### config.mk
export PLATFORM = sky130hd
export DESIGN_NAME = uart_ext
export DESIGN_NICKNAME = d
export VERILOG_FILES = /design/src/rtl/uart_pkg.sv /design/src/rtl/uart_baud_tick.sv /design/src/rtl/uart_ext.sv
export SDC_FILE = /design/constraint.sdc
export NUM_CORES = 1
export LEC_CHECK = 0
export CORE_MARGIN = 4
export CORE_UTILIZATION = 49
export DETAILED_ROUTE_END_ITERATION = 8
export DONT_BUFFER_PORTS = 1
export PLACE_DENSITY = 0.69
export SLEW_MARGIN = 10
export SYNTH_ARGS = -nofsm -noshare
export SYNTH_HDL_FRONTEND = slang
export SYNTH_SLANG_ARGS = --single-unit
### constraint.sdc
create_clock -name clk -period 5.38 [get_ports clk]
set_input_delay 0.538 -clock clk [delete_from_list [all_inputs] [get_ports clk]]
set_output_delay 0.538 -clock clk [all_outputs]
set_load 0.01 [all_outputs]
### src/rtl/uart_pkg.sv
// Shared encodings for the extended UART: parity modes and the RX/TX frame state types.
package uart_pkg;

  localparam logic [1:0] PAR_NONE = 2'd0;
  localparam logic [1:0] PAR_EVEN = 2'd1;
  localparam logic [1:0] PAR_ODD  = 2'd2;

  typedef enum logic [2:0] {
    RxIdle,
    RxStart,
    RxData,
    RxParity,
    RxStop
  } rx_state_e;

  typedef enum logic [2:0] {
    TxIdle,
    TxStart,
    TxData,
    TxParity,
    TxStop
  } tx_state_e;

  // Mode 3 is reserved and behaves like no parity.
  function automatic logic parity_on(input logic [1:0] mode);
    return (mode == PAR_EVEN) || (mode == PAR_ODD);
  endfunction

endpackage

### src/rtl/uart_baud_tick.sv
// Oversample tick generator: one tick every div+1 clocks, realigned by restart.
module uart_baud_tick #(
  parameter int unsigned DIV_W = 16
) (
  input  logic             clk,
  input  logic             rst,
  input  logic [DIV_W-1:0] div,
  input  logic             restart,
  output logic             tick
);

  logic [DIV_W-1:0] cnt_q;

  assign tick = (cnt_q == '0) && !restart;

  always_ff @(posedge clk or posedge rst) begin
    if (rst) begin
      cnt_q <= '0;
    end else if (restart || (cnt_q == '0)) begin
      cnt_q <= div;
    end else begin
      cnt_q <= cnt_q - 1'b1;
    end
  end

endmodule

### src/rtl/uart_ext.sv
// Configurable UART: 5-9 data bits, optional parity, 1/2 stop bits, oversampled
// majority-vote receiver with overrun/framing/parity/break reporting.
module uart_ext #(
  parameter int unsigned DATA_BITS  = 8,
  parameter int unsigned DIV_W      = 16,
  parameter int unsigned OVERSAMPLE = 16,
  parameter int unsigned STRETCH_W  = 17
) (
  input  logic                 clk,
  input  logic                 rst,
  input  logic [DIV_W-1:0]     baud_div,
  input  logic [1:0]           parity_mode,
  input  logic                 stop2,
  input  logic                 rx,
  output logic                 tx,
  input  logic                 tx_valid,
  input  logic [DATA_BITS-1:0] tx_data,
  output logic                 tx_ready,
  output logic                 rx_valid,
  output logic [DATA_BITS-1:0] rx_data,
  input  logic                 rx_ready,
  output logic                 rx_frame_err,
  output logic                 rx_parity_err,
  output logic                 rx_overrun,
  output logic                 rx_break,
  output logic                 is_receiving,
  output logic                 is_transmitting
);
  import uart_pkg::*;

  localparam int unsigned OS_W  = $clog2(OVERSAMPLE);
  localparam int unsigned BIT_W = $clog2(DATA_BITS);

  localparam logic [OS_W-1:0]  MidLo   = OS_W'(OVERSAMPLE / 2 - 1);
  localparam logic [OS_W-1:0]  MidCtr  = OS_W'(OVERSAMPLE / 2);
  localparam logic [OS_W-1:0]  MidHi   = OS_W'(OVERSAMPLE / 2 + 1);
  localparam logic [OS_W-1:0]  OsLast  = OS_W'(OVERSAMPLE - 1);
  localparam logic [BIT_W-1:0] BitLast = BIT_W'(DATA_BITS - 1);

  // ---------------------------------------------------------------------------
  // Receiver
  // ---------------------------------------------------------------------------
  logic                 rx_meta_q, rxs, rxs_prev_q;
  rx_state_e            rx_state_q;
  logic [OS_W-1:0]      rx_os_q;
  logic [BIT_W-1:0]     rx_bit_q;
  logic [DATA_BITS-1:0] rx_shift_q;
  logic                 rx_s0_q, rx_s1_q, rx_pbit_q;
  logic [1:0]           rx_par_q;
  logic [DIV_W-1:0]     rx_div_q;
  logic                 rx_wait_q;
  logic                 rx_valid_q;
  logic [DATA_BITS-1:0] rx_data_q;
  logic                 rx_ferr_q, rx_perr_q, rx_ovr_q, rx_brk_q;
  logic [STRETCH_W-1:0] rx_stretch_q;

  logic             rx_tick, rx_restart, rx_pop, rx_maj, rx_par_on, rx_par_calc;
  logic [DIV_W-1:0] rx_div;

  assign rx_restart  = (rx_state_q == RxIdle) && rxs_prev_q && !rxs;
  assign rx_div      = rx_restart ? baud_div : rx_div_q;
  assign rx_pop      = rx_valid_q && rx_ready;
  assign rx_maj      = (rx_s0_q & rx_s1_q) | (rx_s0_q & rxs) | (rx_s1_q & rxs);
  assign rx_par_on   = parity_on(rx_par_q);
  assign rx_par_calc = (^rx_shift_q) ^ (rx_par_q == PAR_ODD);

  uart_baud_tick #(
    .DIV_W(DIV_W)
  ) u_rx_tick (
    .clk     (clk),
    .rst     (rst),
    .div     (rx_div),
    .restart (rx_restart),
    .tick    (rx_tick)
  );

  always_ff @(posedge clk or posedge rst) begin
    if (rst) begin
      rx_meta_q    <= 1'b1;
      rxs          <= 1'b1;
      rxs_prev_q   <= 1'b1;
      rx_state_q   <= RxIdle;
      rx_os_q      <= '0;
      rx_bit_q     <= '0;
      rx_shift_q   <= '0;
      rx_s0_q      <= 1'b1;
      rx_s1_q      <= 1'b1;
      rx_pbit_q    <= 1'b0;
      rx_par_q     <= PAR_NONE;
      rx_div_q     <= '0;
      rx_wait_q    <= 1'b0;
      rx_valid_q   <= 1'b0;
      rx_data_q    <= '0;
      rx_ferr_q    <= 1'b0;
      rx_perr_q    <= 1'b0;
      rx_ovr_q     <= 1'b0;
      rx_brk_q     <= 1'b0;
      rx_stretch_q <= '0;
    end else begin
      rx_meta_q  <= rx;
      rxs        <= rx_meta_q;
      rxs_prev_q <= rxs;
      rx_ferr_q  <= 1'b0;
      rx_perr_q  <= 1'b0;
      rx_ovr_q   <= 1'b0;
      rx_brk_q   <= 1'b0;
      if (rx_pop) rx_valid_q <= 1'b0;
      if (rx_stretch_q != '0) rx_stretch_q <= rx_stretch_q - 1'b1;

      if (rx_state_q == RxIdle) begin
        if (rx_restart) begin
          rx_state_q <= RxStart;
          rx_os_q    <= '0;
          rx_par_q   <= parity_mode;
          rx_div_q   <= baud_div;
        end
      end else if (rx_wait_q) begin
        // Bad stop bit: hold off until the line is released.
        if (rxs) begin
          rx_wait_q  <= 1'b0;
          rx_state_q <= RxIdle;
        end
      end else if (rx_tick) begin
        rx_os_q <= (rx_os_q == OsLast) ? '0 : rx_os_q + 1'b1;
        if (rx_os_q == MidLo)  rx_s0_q <= rxs;
        if (rx_os_q == MidCtr) rx_s1_q <= rxs;

        unique case (rx_state_q)
          RxStart: begin
            if (rx_os_q == MidHi) begin
              if (rx_maj) rx_state_q <= RxIdle;
              else        rx_stretch_q <= '1;
            end
            if (rx_os_q == OsLast) begin
              rx_state_q <= RxData;
              rx_bit_q   <= '0;
            end
          end
          RxData: begin
            if (rx_os_q == MidHi) rx_shift_q <= {rx_maj, rx_shift_q[DATA_BITS-1:1]};
            if (rx_os_q == OsLast) begin
              if (rx_bit_q == BitLast) rx_state_q <= rx_par_on ? RxParity : RxStop;
              else                     rx_bit_q   <= rx_bit_q + 1'b1;
            end
          end
          RxParity: begin
            if (rx_os_q == MidHi)  rx_pbit_q  <= rx_maj;
            if (rx_os_q == OsLast) rx_state_q <= RxStop;
          end
          RxStop: begin
            if (rx_os_q == MidHi) begin
              if (rx_maj) begin
                rx_data_q  <= rx_shift_q;
                rx_valid_q <= 1'b1;
                rx_ovr_q   <= rx_valid_q && !rx_pop;
                rx_perr_q  <= rx_par_on && (rx_pbit_q != rx_par_calc);
                rx_state_q <= RxIdle;
              end else begin
                if ((rx_shift_q == '0) && !(rx_par_on && rx_pbit_q)) rx_brk_q  <= 1'b1;
                else                                                 rx_ferr_q <= 1'b1;
                rx_wait_q <= 1'b1;
              end
            end
          end
          default: ;
        endcase
      end
    end
  end

  assign rx_valid      = rx_valid_q;
  assign rx_data       = rx_data_q;
  assign rx_frame_err  = rx_ferr_q;
  assign rx_parity_err = rx_perr_q;
  assign rx_overrun    = rx_ovr_q;
  assign rx_break      = rx_brk_q;
  assign is_receiving  = (rx_stretch_q != '0);

  // ---------------------------------------------------------------------------
  // Transmitter
  // ---------------------------------------------------------------------------
  tx_state_e            tx_state_q;
  logic [OS_W-1:0]      tx_os_q;
  logic [BIT_W-1:0]     tx_bit_q;
  logic [DATA_BITS-1:0] tx_shift_q, tx_data_q;
  logic [1:0]           tx_par_q;
  logic                 tx_stop2_q, tx_stop_cnt_q;
  logic [DIV_W-1:0]     tx_div_q;
  logic                 tx_q, tx_ready_q;
  logic [STRETCH_W-1:0] tx_stretch_q;

  logic             tx_tick, tx_restart;
  logic [DIV_W-1:0] tx_div;

  assign tx_restart = (tx_state_q == TxIdle) && tx_valid;
  assign tx_div     = tx_restart ? baud_div : tx_div_q;

  uart_baud_tick #(
    .DIV_W(DIV_W)
  ) u_tx_tick (
    .clk     (clk),
    .rst     (rst),
    .div     (tx_div),
    .restart (tx_restart),
    .tick    (tx_tick)
  );

  always_ff @(posedge clk or posedge rst) begin
    if (rst) begin
      tx_state_q    <= TxIdle;
      tx_os_q       <= '0;
      tx_bit_q      <= '0;
      tx_shift_q    <= '0;
      tx_data_q     <= '0;
      tx_par_q      <= PAR_NONE;
      tx_stop2_q    <= 1'b0;
      tx_stop_cnt_q <= 1'b0;
      tx_div_q      <= '0;
      tx_q          <= 1'b1;
      tx_ready_q    <= 1'b1;
      tx_stretch_q  <= '0;
    end else begin
      if (tx_stretch_q != '0) tx_stretch_q <= tx_stretch_q - 1'b1;

      if (tx_state_q == TxIdle) begin
        if (tx_valid) begin
          tx_shift_q   <= tx_data;
          tx_data_q    <= tx_data;
          tx_par_q     <= parity_mode;
          tx_stop2_q   <= stop2;
          tx_div_q     <= baud_div;
          tx_q         <= 1'b0;
          tx_ready_q   <= 1'b0;
          tx_os_q      <= '0;
          tx_state_q   <= TxStart;
          tx_stretch_q <= '1;
        end
      end else if (tx_tick) begin
        tx_os_q <= (tx_os_q == OsLast) ? '0 : tx_os_q + 1'b1;
        if (tx_os_q == OsLast) begin
          unique case (tx_state_q)
            TxStart: begin
              tx_q       <= tx_shift_q[0];
              tx_bit_q   <= '0;
              tx_state_q <= TxData;
            end
            TxData: begin
              if (tx_bit_q == BitLast) begin
                if (parity_on(tx_par_q)) begin
                  tx_q       <= (^tx_data_q) ^ (tx_par_q == PAR_ODD);
                  tx_state_q <= TxParity;
                end else begin
                  tx_q          <= 1'b1;
                  tx_stop_cnt_q <= 1'b0;
                  tx_state_q    <= TxStop;
                end
              end else begin
                tx_shift_q <= tx_shift_q >> 1;
                tx_q       <= tx_shift_q[1];
                tx_bit_q   <= tx_bit_q + 1'b1;
              end
            end
            TxParity: begin
              tx_q          <= 1'b1;
              tx_stop_cnt_q <= 1'b0;
              tx_state_q    <= TxStop;
            end
            TxStop: begin
              if (tx_stop2_q && !tx_stop_cnt_q) begin
                tx_stop_cnt_q <= 1'b1;
              end else begin
                tx_ready_q <= 1'b1;
                tx_state_q <= TxIdle;
              end
            end
            default: ;
          endcase
        end
      end
    end
  end

  assign tx              = tx_q;
  assign tx_ready        = tx_ready_q;
  assign is_transmitting = (tx_stretch_q != '0);

endmodule

==> flow_metrics.tcl, run 1 <==
set metrics [dict create \
    fin_area_um2 9240 \
    syn_nets 872 \
    final_net_count 868 \
    clockBufferDepth 2 \
    place_congestion 0.811 \
    drt-initial-drc-count 291 \
    worst_pin_slew_ps 758 \
    ant_nets 0 \
    grt_first_pass_wirelength_um 27600 \
    rows 47 \
    min_period_ps 2870 \
    cp_max_fo 14 \
    rr_worst_depth 5 \
    period_share_pct 53.4 \
    skew_ps 13.6 \
    startpoint_type "register" \
    leakage_nw 4.08 \
    r2r_slack_ps 2680 \
    synthTopCellsByArea "dfrtp_1, mux2_2, nand2_1, xnor2_1, ha_1" \
    die_width_um 139 \
    clk-insertion-delay-late_ps 430 \
    powerDensity_nw_per_um2 436 \
    initial_core_util_pct 50.4 \
    grt_overflow_total 0 \
    path_cells "or4_1 > nor4_4 > nand2_2" \
    ctsHoldBuffers 0 \
    yosysTopAreaCell "dfrtp_1" \
    cap_violations 0 \
    grt_usage_pct 17.2 \
    synth_ff_type "dfrtp_1" \
    min_path_type "in2async" \
    syn_inst 819 \
    path_clk_slew_ps 70 \
    wl_met1_um 7640 \
    synth_edf_count 0 \
    rsz0062_at_grt "false" \
    synthDistinctLibCells 64 \
    postCtsSetupBuffers 0 \
    r2r_end "rx_shift_q[6]" \
    cts_resized 0 \
    htreeDepth 4 \
    viasPerCell 5.45 \
    slowest_stage "or4_1" \
    async_flop_share_pct 100 \
    first_pass_iters 4 \
    cp_slowest_stage_delay_ps 620 \
    max_freq_mhz 348 \
    hpwl_um 11000 \
    wirelength_um 16100 \
    cts_tree "yes" \
    antenna_found_initial 0 \
    wire_per_inst_um 15.3 \
    cts_made_buffers 17 \
    nFillCells 1458 \
    grt_pass1_vias 5671 \
    wl_met2_um 7580 \
    route.met3.wl_um 712 \
    ys_seq_elements 170 \
    seq_area_frac_synth_pct 50.5 \
    placed_cell_area_um2 8660 \
    cp_data_arrival_time_ps 2330 \
    die_height_um 139 \
    highest_layer "met4" \
    critPathKind "reg2out" \
    synth.top_cell.area_share_pct 48.3 \
    clockRootBuffer "clkbuf_16" \
    grt_start_max_net_pins 85 \
    power_mw 4.02 \
    slew_viol_final 0 \
    synth_warnings 0 \
    tns_ps 0 \
    worstReg2RegStart "u_rx_tick.cnt_q[4]" \
    status "finished, final reports clean" \
    vias 5711 \
    slew_headroom_pct 49.5 \
    crit_required_ps 4840 \
    syn-mean-instance-area_um2 10.3 \
    drive_above_1_share_pct 14.7 \
    vdd_drop_max_v 0.000306 \
    setup_viol 0 \
    synth_area_um2 8450 \
    clkSinkCount 170 \
    critPathCaptureType "output pin" \
    final_hold_viol_count 0 \
    fp.dieArea_um2 19400 \
    syn_to_final_growth_pct 9.38 \
    antenna_cells 0 \
    coreArea_um2 16800 \
    pin_count 49 \
    critPathCapture "is_transmitting" \
    crit_path_start "tx_stretch_q[10]" \
    drt_drc_violations_left 0 \
    port_buffers 0 \
]
## Yosys cell counts (4+ instances only)
master	n
o211ai_1	9
nand2_1	151
nor4_4	4
nor4_1	11
nor4_2	5
ha_1	21
buf_2	6
dfrtp_1	163
and3_1	4
mux2_2	56
xor2_1	23
nand2b_1	8
o31ai_1	6
dfstp_2	7
nand3_1	23
nor3_1	27
inv_1	35
xnor2_1	37
or4_1	11
nor2_1	33
a21oi_1	20
mux2i_1	13
o21ai_0	37
nor2b_1	8
or3_1	13
nand4_1	8
a211oi_1	6
clkbuf_1	21
o21ai_1	8
## per-layer routing
layer / vias to the layer above / global-route usage [%]
li1: 2858 / -
met5: - / 0
met2: 80 / 26.9
met3: 11 / 5.21
met4: 0 / 4.02
met1: 2762 / 23.8
## cell usage in the layout (no fill, tap or decap), types with 23 or more instances in the layout
cell type    n
dfrtp_1    163
nand2_1    151
nor3_1      26
xnor2_1     37
nand3_1     23
xor2_1      23
nor2_1      33
inv_1       34
o21ai_0     37
mux2_2      56
## worst min path at each step
stage              start               end  slack (ps)
6_report             rst  rx_stretch_q[12]          90
5_1_grt               rx         rx_meta_q          70
3_5_place_dp   rx_meta_q               rxs         350
4_1_cts               rx         rx_meta_q          80
3_3_place_gp   rx_meta_q               rxs         350
2_1_floorplan  rx_meta_q               rxs         350
## critical path: cells and delay by family, from the launching register on
kind	cells	cell delay, ps
flip-flops	1	440
AND/OR/NAND/NOR	3	1470
## power by group
part / leakage (nW) / total (mW) / internal (mW) / switching, mW
Combinational: 1.70 / 1.01 / 0.513 / 0.494
Clock: 0.284 / 1.18 / 0.617 / 0.564
Sequential: 2.10 / 1.84 / 1.61 / 0.231
Total: 4.08 / 4.02 / 2.74 / 1.29
## through the flow
step | setup slack [ps] | instances | hold WS [ps] | utilization (%)
4_1_cts | 2470 | 1048 | 82.5 | 55.1
5_1_grt | 2330 | 1048 | 70.9 | 55.1
2_1_floorplan | 250 | 819 | 345 | -
3_3_place_gp | 2820 | 1016 | 349 | 51.7
6_report | 2510 | 1048 | 94.4 | 55.1
3_5_place_dp | 2700 | 1016 | 347 | 51.7
## state kept, by name, indices dropped and copies added (netlist names), 4 cells and up
register and flops:
tx_stretch_q 17, tx_os_q 4, u_tx_tick.cnt_q 16, tx_div_q 16, rx_div_q 16, rx_data 8
rx_os_q 4, rx_shift_q 8, rx_stretch_q 17, u_rx_tick.cnt_q 16, tx_shift_q 8, tx_data_q 8
## cells by family after synthesis
logic type / after synthesis / synth area share [%]
AOI/OAI and AO/OA: 105 / 7.81
xor gates and xnor gates: 61 / 6.49
and+or+nand+nor: 326 / 19.8
adders and majority gates: 22 / 3.23
DFF: 170 / 50.5
buffers and inverters: 64 / 2.93
muxes: 71 / 9.27
## final cells by class
cell class	count	area [um^2]	share of cell area [%]
clock inverter	15	153	1.65
clock buffer	17	425	4.61
sequential	170	4260	46.1
timing repair buffer	6	45.0	0.488
multi-input combinational	585	3940	42.7
inverter	35	136	1.48
tap	220	275	2.98
Note: power is estimated with default switching activity, not from simulation.
==> run 2: changes to the inputs <==
--- a/config.mk
+++ b/config.mk
@@ -9,7 +9,7 @@
 export CORE_UTILIZATION = 49
 export DETAILED_ROUTE_END_ITERATION = 8
 export DONT_BUFFER_PORTS = 1
-export PLACE_DENSITY = 0.69
+export PLACE_DENSITY = 0.67
 export SLEW_MARGIN = 10
 export SYNTH_ARGS = -nofsm -noshare
 export SYNTH_HDL_FRONTEND = slang
==> constraint.sdc (replaced) <==
create_clock -name clk -period 3 [get_ports clk]
set_input_delay 0.3 -clock clk [delete_from_list [all_inputs] [get_ports clk]]
set_output_delay 0.3 -clock clk [all_outputs]
set_load 0.01 [all_outputs]
==> flow_metrics.tcl, run 2 (same netlist as run 1, synthesis figures left out) <==
set metrics [dict create \
    cap_violations 0 \
    antenna_cells 0 \
    final_net_count 895 \
    drive_above_1_share_pct 14.6 \
    die_width_um 139 \
    wl_met1_um 7660 \
    critPathKind "reg2out" \
    viasPerCell 5.53 \
    whs_ps -97.6 \
    grt_overflow_total 0 \
    reg_top3 "rx_stretch_q (17), tx_stretch_q (17)" \
    postCtsSetupBuffers 0 \
    place_congestion 0.877 \
    path_clk_slew_ps 70 \
    hpwl_um 11800 \
    wirelength_um 17400 \
    max_freq_mhz 374 \
    ant_nets 0 \
    layout_common_cells "dfrtp_1, nand2_1, mux2_2" \
    syn_to_final_growth_pct 12.7 \
    clk-insertion-delay-late_ps 430 \
    grt_start_max_net_pins 171 \
    route.met3.wl_um 724 \
    drt-initial-drc-count 425 \
    highest_layer "met4" \
    fp.dieArea_um2 19400 \
    initial_core_util_pct 50.4 \
    rows 47 \
    first_pass_iters 5 \
    coreArea_um2 16800 \
    status "finished, violations left" \
    final_hold_viol_count 20 \
    cp_max_fo 14 \
    grt_usage_pct 18.6 \
    grt_first_pass_wirelength_um 30100 \
    cts_made_buffers 17 \
    port_buffers 0 \
    slew_headroom_pct 34.5 \
    pin_count 49 \
    min_path_type "in2async" \
    grt_pass1_vias 6183 \
    htreeDepth 4 \
    rsz0062_at_grt "false" \
    skew_ps 7.77 \
    powerDensity_nw_per_um2 778 \
    crit_required_ps 2700 \
    wl_met2_um 8750 \
    dp.cells 1019 \
    wire_per_inst_um 16.2 \
    clkSinkCount 170 \
    setup_viol 0 \
    leakage_nw 4.20 \
    clockBufferDepth 2 \
    final_common_cell "dfrtp_1" \
    antenna_found_initial 0 \
    violations "negative hold slack" \
    vdd_drop_max_v 0.000494 \
    slew_viol_final 0 \
    vias 5943 \
    clockRootBuffer "clkbuf_16" \
    cts_tree "yes" \
    die_height_um 139 \
    drt_drc_violations_left 0 \
    startpoint_type "register" \
    cp_data_arrival_time_ps 2370 \
    fin_cells 1075 \
    tns_ps 0 \
    critPathCaptureType "output pin" \
    worst_pin_slew_ps 982 \
    period_share_pct 89.1 \
    min_period_ps 2670 \
]
==> run 2: cell types whose count changed in the layout (fill, tap and decap cells not counted), moves of 2 or more <==
| cell | change |
|---|---|
| clkbuf_8 | +2 |
| inv_6 | -5 |
| buf_4 | +2 |
| clkinvlp_4 | +2 |
| clkinv_8 | -3 |
| dlygate4sd3_1 | +24 |
| inv_8 | +2 |
==> run 2: report_power, final <==
| group | switching (mW) | internal, mW |
|---|---|---|
| sequential | 0.426 | 2.88 |
| clock | 0.969 | 1.21 |
| combinational | 0.964 | 0.956 |
| total | 2.36 | 5.05 |
==> run 2: area by class of cell <==
type                       instances  area, um^2
multi-input combinational        585        3940
tap                              220         275
clock buffer                      19         453
timing repair buffer              33         320
fill                            1442        7240
sequential                       170        4260
inverter                          35         135
clock inverter                    13         134
==> run 2: worst paths after layout <==
| path | cells after the start | endpoint | slack [ps] | from |
|---|---|---|---|---|
| setup / recovery | 3 | is_transmitting | 330 | tx_stretch_q[10] |
| hold / removal | 2 | tx_stretch_q[0] | -100 | rst |
| setup reg to reg | 5 | rx_stretch_q[11] | 440 | u_rx_tick.cnt_q[8] |
| hold reg to reg | 0 | rxs | 360 | rx_meta_q |
| max in group asynchronous | 2 | u_tx_tick.cnt_q[8] | 2310 | rst |
| min in group clk | 1 | rx_par_q[1] | 20 | parity_mode[1] |
==> run 2: timing repair <==
item,CTS,global route
hold buffers,24,0
gates resized for setup,0,0
hold endpoints to repair,24,0
==> run 2: per-layer routing <==
| metal | vias to the layer above | global-route usage [%] |
|---|---|---|
| met5 | - | 0 |
| met4 | 0 | 5.61 |
| met3 | 16 | 4.56 |
| met2 | 103 | 31.3 |
| met1 | 2919 | 24.0 |
| li1 | 2905 | - |
==> run 2: through the flow <==
stage          worst slack (ps)  power, mW  util (%)  hold slack, ps  instance area (um^2)
3_3_place_gp                578       5.12      51.9             305                  8690
5_1_grt                     179       7.86      56.8            7.35                  9520
3_5_place_dp                498       5.23      51.9             305                  8690
6_report                    327       7.41      56.8           -97.6                  9520
2_1_floorplan               537       4.78         -             304                  8450
4_1_cts                     321       7.47      56.8            7.95                  9520
==> run 2: worst max-delay path, cell delays in order (launching register included) <==
cell and delay (ps):
dfrtp_1 450, or4_1 640, nor4_4 610, nand2_2 240
==> run 3: changes to the inputs <==
--- a/config.mk
+++ b/config.mk
@@ -5,6 +5,7 @@
 export SDC_FILE = /design/constraint.sdc
 export NUM_CORES = 1
 export LEC_CHECK = 0
+export CORE_ASPECT_RATIO = 1.4
 export CORE_MARGIN = 4
 export CORE_UTILIZATION = 49
 export DETAILED_ROUTE_END_ITERATION = 8
@@ -13,4 +14,5 @@
 export SLEW_MARGIN = 10
 export SYNTH_ARGS = -nofsm -noshare
 export SYNTH_HDL_FRONTEND = slang
+export SYNTH_HIERARCHICAL = 1
 export SYNTH_SLANG_ARGS = --single-unit
==> flow_metrics.tcl, run 3 <==
set metrics [dict create \
    synth_edf_count 0 \
    setup_viol 0 \
    cap_violations 0 \
    crit_required_ps 3350 \
    hpwl_um 11800 \
    final_hold_viol_count 0 \
    grt_overflow_total 0 \
    cp_max_fo 10 \
    wire_per_inst_um 15.2 \
    grt_usage_pct 19.0 \
    syn_nets 925 \
    first_pass_iters 5 \
    async_flop_share_pct 100 \
    nFillCells 1484 \
    synthDistinctLibCells 64 \
    critPathKind "reg2reg" \
    syn_inst 874 \
    synth.top_cell.area_share_pct 48.4 \
    clockRootBuffer "clkbuf_16" \
    busiest_layer "met2" \
    cts_tree "yes" \
    clkSinkCount 170 \
    period_share_pct 89.6 \
    slew_viol_final 0 \
    grt_pass1_vias 6390 \
    clockBufferDepth 2 \
    drt_drc_violations_left 0 \
    port_buffers 0 \
    status "finished, final reports clean" \
    ant_nets 0 \
    viasPerCell 5.46 \
    rsz0062_at_grt "false" \
    startpoint_type "register" \
    final_util_pct 57.3 \
    ff_latch_area_um2 4260 \
    whs_ps 22.2 \
    fp.dieArea_um2 19400 \
    cts_made_buffers 17 \
    final_common_cell "nand2_1" \
    min_period_ps 2690 \
    drt-initial-drc-count 345 \
    antenna_cells 0 \
    die_width_um 119 \
    grt_start_max_net_pins 50 \
    slowest_stage "or4b_1" \
    path_buf_inv 2 \
    grt_first_pass_wirelength_um 30100 \
    syn-mean-instance-area_um2 9.63 \
    final_net_count 965 \
    reg_top3 "rx_stretch_q (17), tx_stretch_q (17)" \
    use_met3_pct 4.26 \
    layout_common_cells "nand2_1, dfrtp_1, nor2_1" \
    pin_count 49 \
    met2_usage_pct 33.9 \
    worst_slack_ps 311 \
    synthTopCellsByArea "dfrtp_1, nand2_1, xnor2_1, nor2_1, ha_1" \
    synth_ff_type "dfrtp_1" \
    synth_commonest_cells "nand2_1, dfrtp_1, nor2_1, xnor2_1, a21oi_1" \
    met1_usage_pct 22.3 \
    rows 56 \
    clk-insertion-delay-late_ps 420 \
    path_cells "inv_1 > ha_1 > nor3b_1 > nand2_1 > nor4_1 > buf_4 > nand3b_4 > nor3_4 > or4b_1 > o211ai_2" \
    vias 6163 \
    antenna_found_initial 0 \
    powerDensity_nw_per_um2 788 \
    cp_slowest_stage_delay_ps 660 \
    vdd_drop_max_v 0.000390 \
    crit_family "simple AND/OR/NAND/NOR gates" \
    drive_above_1_share_pct 11.3 \
    worst_pin_slew_ps 872 \
    syn_to_final_growth_pct 14.5 \
    multi_input_area_um2 3890 \
    r2r_slack_ps 310 \
    yosysMostFrequentCell "nand2_1" \
    coreArea_um2 16800 \
    ys_seq_elements 170 \
    yosysTopAreaCell "dfrtp_1" \
    place_congestion 0.796 \
    critPathCaptureType "register" \
    seq_area_frac_synth_pct 50.6 \
    htreeDepth 4 \
    synth_warnings 6 \
    die_height_um 163 \
    pre_cts_ws_ps 291 \
    synth_area_um2 8420 \
    wirelength_um 17100 \
    leakage_nw 4.43 \
    cp_data_arrival_time_ps 3040 \
    min_path_type "in2reg" \
    max_freq_mhz 372 \
    skew_ps 9.13 \
    slew_headroom_pct 41.9 \
    tns_ps 0 \
    path_clk_slew_ps 70 \
    initial_core_util_pct 50.1 \
]
[run 3: final timing paths]
check	from	endpoint	depth (start not counted)
setup / recovery	u_rx_tick/cnt_q[0]	rx_stretch_q[1]	10
hold / removal	baud_div[4]	tx_div_q[4]	2
setup reg to reg	u_rx_tick/cnt_q[0]	rx_stretch_q[1]	10
hold reg to reg	rx_meta_q	rxs	0
max in group asynchronous	rst	tx_ready	3
min in group asynchronous	rst	u_rx_tick/cnt_q[4]	2
[run 3: area by class of cell]
| type | instances | share of cell area, % |
|---|---|---|
| well taps | 203 | 2.63 |
| flip-flops and latches | 170 | 44.2 |
| multi-input cells | 635 | 40.4 |
| clock buffers | 20 | 4.63 |
| repair buffers | 53 | 5.14 |
| clock inverters | 11 | 1.52 |
| inverters | 37 | 1.48 |
[run 3: routing by layer]
metal	part of all wire, %	vias to the layer above
met5	0	-
met4	2.2	0
met3	3.5	35
met2	52	108
met1	42	2967
li1	-	3053
[run 3: where the power goes]
part	internal [mW]	switching (mW)
Clock	1.33	0.882
Sequential	2.92	0.383
Combinational	0.907	1.19
[run 3: timing repair]
item / in CTS / in global routing
endpoints found under the hold margin: 100 / 0
gates resized for setup: 0 / 1
endpoints found under the setup margin: 0 / 2
hold buffers: 29 / 0
buffers inserted: 0 / 0
[run 3: per-stage QoR]
step | total power, mW | cell area, um^2 | std cells
2_1_floorplan | 4.87 | 8420 | 874
3_3_place_gp | 5.33 | 8750 | 1069
3_5_place_dp | 5.39 | 8750 | 1069
4_1_cts | 7.68 | 9640 | 1129
5_1_grt | 8.15 | 9640 | 1129
6_report | 7.60 | 9640 | 1129
[run 3: kinds of logic after synthesis]
family	after synthesis	synth area share (%)
buffers and inverters	69	3.28
XOR/XNOR	63	6.55
multiplexers	35	4.38
adder cells (fa/ha/maj)	20	2.94
AO/OA/AOI/OAI	123	9.70
flip-flops	170	50.6
AND/OR/NAND/NOR	394	22.5
[run 3: worst register-to-register path: cells and delay by family, from the launching register on]
family                   cells  cell delay, ps
AND/OR/NAND/NOR              6            1670
flip-flops                   1             370
buffers and inverters        2             260
adder cells (fa/ha/maj)      1             170
AO/OA/AOI/OAI                1             140
